$ cat src/rtl/multiplicand_queue.sv
// Multiplicand source for the shift-add multiplier: a small operand FIFO
// feeding a double-width working register that extends and shifts.
module multiplicand_queue #(
    parameter int WIDTH = 32,
    parameter int DEPTH = 4
) (
    input  logic                       clk,
    input  logic                       Reset,
    input  logic                       W_ctrl,
    input  logic                       signed_mode,
    input  logic [WIDTH-1:0]           Multiplicand_in,
    input  logic                       Next_ctrl,
    input  logic                       Shift_ctrl,
    output logic [2*WIDTH-1:0]         Multiplicand_out,
    output logic                       out_valid,
    output logic [$clog2(DEPTH+1)-1:0] count,
    output logic                       full,
    output logic                       empty,
    output logic                       overflow
);

    localparam int PW = $clog2(DEPTH);
    localparam int CW = $clog2(DEPTH+1);
    localparam int EW = WIDTH + 1;

    // each entry carries its extension mode next to the data
    logic [EW-1:0]      mem_q [DEPTH];
    logic [EW-1:0]      mem_d [DEPTH];
    logic [PW-1:0]      rd_ptr_q, rd_ptr_d;
    logic [PW-1:0]      wr_ptr_q, wr_ptr_d;
    logic [CW-1:0]      count_q, count_d;
    logic               full_q, full_d;
    logic               empty_q, empty_d;
    logic               overflow_q, overflow_d;
    logic [2*WIDTH-1:0] work_q, work_d;
    logic               valid_q, valid_d;

    logic               push;
    logic               pop;
    logic [EW-1:0]      head;
    logic [2*WIDTH-1:0] head_ext;

    // handshake decode: pop frees a slot that a same-cycle push may reuse
    always_comb begin
        pop  = !empty_q && (!valid_q || Next_ctrl);
        push = W_ctrl && (!full_q || pop);
    end

    // extend the head entry according to the mode stored with it
    always_comb begin
        head = mem_q[rd_ptr_q];
        if (head[WIDTH])
            head_ext = {{WIDTH{head[WIDTH-1]}}, head[WIDTH-1:0]};
        else
            head_ext = {{WIDTH{1'b0}}, head[WIDTH-1:0]};
    end

    // FIFO storage, pointers, occupancy flags and sticky overflow
    always_comb begin
        mem_d      = mem_q;
        rd_ptr_d   = rd_ptr_q;
        wr_ptr_d   = wr_ptr_q;
        overflow_d = overflow_q;
        if (push) begin
            mem_d[wr_ptr_q] = {signed_mode, Multiplicand_in};
            wr_ptr_d        = wr_ptr_q + PW'(1);
        end
        if (pop)
            rd_ptr_d = rd_ptr_q + PW'(1);
        if (W_ctrl && !push)
            overflow_d = 1'b1;
        count_d = count_q + CW'(push) - CW'(pop);
        full_d  = (count_d == CW'(DEPTH));
        empty_d = (count_d == CW'(0));
    end

    // working register: load beats clear beats shift beats hold
    always_comb begin
        work_d  = work_q;
        valid_d = valid_q;
        if (pop) begin
            work_d  = head_ext;
            valid_d = 1'b1;
        end else if (Next_ctrl) begin
            work_d  = '0;
            valid_d = 1'b0;
        end else if (Shift_ctrl && valid_q) begin
            work_d = {work_q[2*WIDTH-2:0], 1'b0};
        end
    end

    // state registers, all cleared asynchronously
    always_ff @(posedge clk or posedge Reset) begin
        if (Reset) begin
            for (int i = 0; i < DEPTH; i++)
                mem_q[i] <= '0;
            rd_ptr_q   <= '0;
            wr_ptr_q   <= '0;
            count_q    <= '0;
            full_q     <= 1'b0;
            empty_q    <= 1'b1;
            overflow_q <= 1'b0;
            work_q     <= '0;
            valid_q    <= 1'b0;
        end else begin
            mem_q      <= mem_d;
            rd_ptr_q   <= rd_ptr_d;
            wr_ptr_q   <= wr_ptr_d;
            count_q    <= count_d;
            full_q     <= full_d;
            empty_q    <= empty_d;
            overflow_q <= overflow_d;
            work_q     <= work_d;
            valid_q    <= valid_d;
        end
    end

    // registered outputs
    always_comb begin
        Multiplicand_out = work_q;
        out_valid        = valid_q;
        count            = count_q;
        full             = full_q;
        empty            = empty_q;
        overflow         = overflow_q;
    end

endmodule

$ cat config.mk
export PLATFORM = sky130hd
export DESIGN_NAME = multiplicand_queue
export DESIGN_NICKNAME = d
export VERILOG_FILES = /design/src/rtl/multiplicand_queue.sv
export SDC_FILE = /design/constraint.sdc
export NUM_CORES = 1
export LEC_CHECK = 0
export ABC_AREA = 1
export CORE_MARGIN = 5
export CORE_UTILIZATION = 35
export DETAILED_ROUTE_END_ITERATION = 10
export GPL_TIMING_DRIVEN = 1
export PLACE_DENSITY = 0.66
export SYNTH_ARGS = -nofsm -noshare
export SYNTH_HDL_FRONTEND = slang
export SYNTH_SLANG_ARGS = --single-unit
$ cat constraint.sdc
create_clock -name clk -period 15.8 [get_ports clk]
set_input_delay 2.37 -clock clk [delete_from_list [all_inputs] [get_ports clk]]
set_output_delay 2.37 -clock clk [all_outputs]
set_load 0.005 [all_outputs]
==> results.md <==
- Outcome: finished clean
- LEAKAGE: 0.00517 uW
- Synth Area in Simple Gates: 20.3%
- DIE WIDTH: 173 um
- Global-route wire length before repair: 38600 um
- Hold Crit Class: reg -> reg
- Post-synthesis cell type count: 29
- Pwr Density: 203 nW/um2
- Synth Cell Area: 9290 um2
- Hold slack final: 455 ps
- Number of port buffers: 108
- 1st-pass router iterations: 5
- Wire per inst: 15.6 um
- Final Setup Violations: 0
- Via count: 7239
- Filler instances: 2603
- Hold path depth: 1
- Number of synthesized register bits: 207
- Initial DRC Count: 624
- Asr flop ratio synth: 100%
- Post-CTS Resized: 0
- Startpoint types: input port
- Ranking of synthesized cells by area: dfrtp_1, nand2_1, o21ai_0, nand3_1, a21oi_1
- Final min period: 4560 ps
- Max-Cap Viols: 0
- Post-synthesis mux area share: 0%
- Drc violations: 0
- Num CTS Buffers: 23
- Adder-cell share of the synthesized area: 1.02%
- Root buffer cell: clkbuf_16
- Fmax: 0.219 GHz
- Vias in the first global route: 7188
- P&R area growth vs syn: 19.9%
- Worst R2R Start: out_valid
- Prevailing post-synth register cell: dfrtp_1
- CP max FO: 36
- Sequential area share after synthesis: 55.8%
- Reg2Reg Depth: 11
- Diodes inserted: 0
- RSZ-0062 raised after global routing: no
- CTS tree: yes
- Maximum VDD drop: 0.0767 mV
- Xor and xnor area share after synthesis: 0.377%
- Clk buf depth: 3
- Aggregate global routing overflow: 0
- Final Net Count: 1166
- Antenna violations before repair: 0
- EDFF count, synth: 0
- Largest family of logic cells by synthesized area: simple AND/OR/NAND/NOR gates
- Synthesized area per cell: 8.81 um2
- DIE AREA: 29900 um2
- Hold_buf cts: 0
- Crit path capture type: register
- Initial Util: 35.6%
- Slew Limit Fails: 0
- Hold EP: out_valid
- Wirelength, routed: 22900 um
- Synth area leader: dfrtp_1
- Commonest cells post-synth: nand2_1, dfrtp_1, o21ai_0
- Syn Inst Count: 1055
- Most common cell in the synthesized netlist: nand2_1
- GR Util All Layers: 15.2%
- Core area: 26100 um2
- Vias per cell: 4.92
- Post-CTS setup buffers: 0
- Gp weighted congestion: 0.734
- Reg-to-Reg End: full
- Period utilization: 28.9%
- Rows: 59
- Largest net degree at the start of global routing: 130
- Worst-Margin Slew: 1010 ps
- Worst-Skew Late Latency: 500 ps
- Sink Count: 207
- Worst-path clk slew: 60 ps
- IO Pins: 109
- Req. time, crit path: 16240 ps
- H-tree depth: 1
- Setup_tns: 0 ps
- Yosys top cell area share: 55.5%
- Register Area: 5180 um2
- Dpl hpwl: 13100 um
- R2R setup slack: 13250 ps
- WS Path Type: in -> reg
- Multi-input logic area: 3430 um2
- Slew margin rel.: 32.7%
- Fin. Hold Viols: 0
- Worst Clk Skew: 11.6 ps
- Ys Warns: 0
- Syn nets: 1100
- Layout cell share with drive strength beyond 1: 8.00%
- Die H: 173 um
- Crit path DAT: 5000 ps
- Post-route ant nets: 0
- Compound-Gate Fraction of Synth Area: 15.2%
- Hold path startpoint: empty
worst max path at each step:
stage,cells after the start,start,slack (ps),endpoint
2_1_floorplan,1,Reset,7780,Multiplicand_out[0]
5_1_grt,13,Next_ctrl,11080,full
4_1_cts,13,Next_ctrl,11240,full
3_3_place_gp,13,Next_ctrl,10810,full
3_5_place_dp,13,Next_ctrl,10730,full
6_report,13,Next_ctrl,11240,full
through the flow:
stage	worst slack (ps)	power [uW]	area, um2	util (%)	std cells
after CTS	11240	2290	11100	42.6	1472
final	11240	2270	11100	42.6	1472
after floorplan	7780	1450	9290	-	1055
after detailed placement	10730	1750	10400	39.8	1431
after global placement	10810	1730	10400	39.8	1431
after global routing	11080	2450	11100	42.6	1472
layout make-up:
cell class,count,area share [%]
sequential,207,46.5
timing repair buffer,116,10.2
clock inverter,8,0.865
clock buffer,33,5.86
multi-input combinational,720,30.8
tap,335,3.76
inverter,53,1.94
worst max-delay path, cell delays in order:
cell	delay [ps]
clkdlybuf4s50_1	540
inv_2	60
nand2_4	60
nand2_4	70
inv_4	380
ha_1	330
inv_1	50
ha_1	120
inv_1	50
fa_1	380
xnor2_1	150
xnor2_1	250
and2_1	170
metal layers:
metal	vias up	track usage (%)	share of wire, %
li1	3576	-	-
met4	0	2.86	1.2
met5	-	0	0
met1	3505	20.2	46
met2	135	26.1	48
met3	23	3.01	5.0
layout by cell type (no fill, tap or decap), types with 2 or more instances in the layout:
cell               n
bufinv_16          2
inv_8              2
clkbuf_8           4
o21ai_0          124
o21ai_1           44
nand2_1          270
xnor2_1            2
inv_1             48
nand2_2            2
clkbuf_1           6
ha_1               6
nor2_1            67
a21oi_1           63
dfrtp_1          205
clkdlybuf4s50_1  108
o21ai_2           28
clkbuf_16         23
buf_4              8
nand3_1           98
clkinv_2           4
xor2_1             2
inv_2              2
nand2_4            8
kinds of logic (layout without fill, tap and decap cells):
group / Yosys count / count (layout)
AOI/OAI and AO/OA: 260 / 260
xor gates and xnor gates: 4 / 4
adders and majority gates: 7 / 7
buffers and inverters: 128 / 210
DFF: 207 / 207
and+or+nand+nor: 449 / 449
report_power, final:
group	internal [uW]	total (uW)	switching [uW]
Combinational	357	822	465
Sequential	770	915	145
Clock	320	529	209
Total	1450	2270	820
state kept, by name, indices dropped and copies added (netlist names):
register / flops
mem_q: 132
Multiplicand_out: 64
count: 3
rd_ptr_q: 2
wr_ptr_q: 2
empty: 1
full: 1
out_valid: 1
overflow: 1
Power figures use the tool's default switching activity.
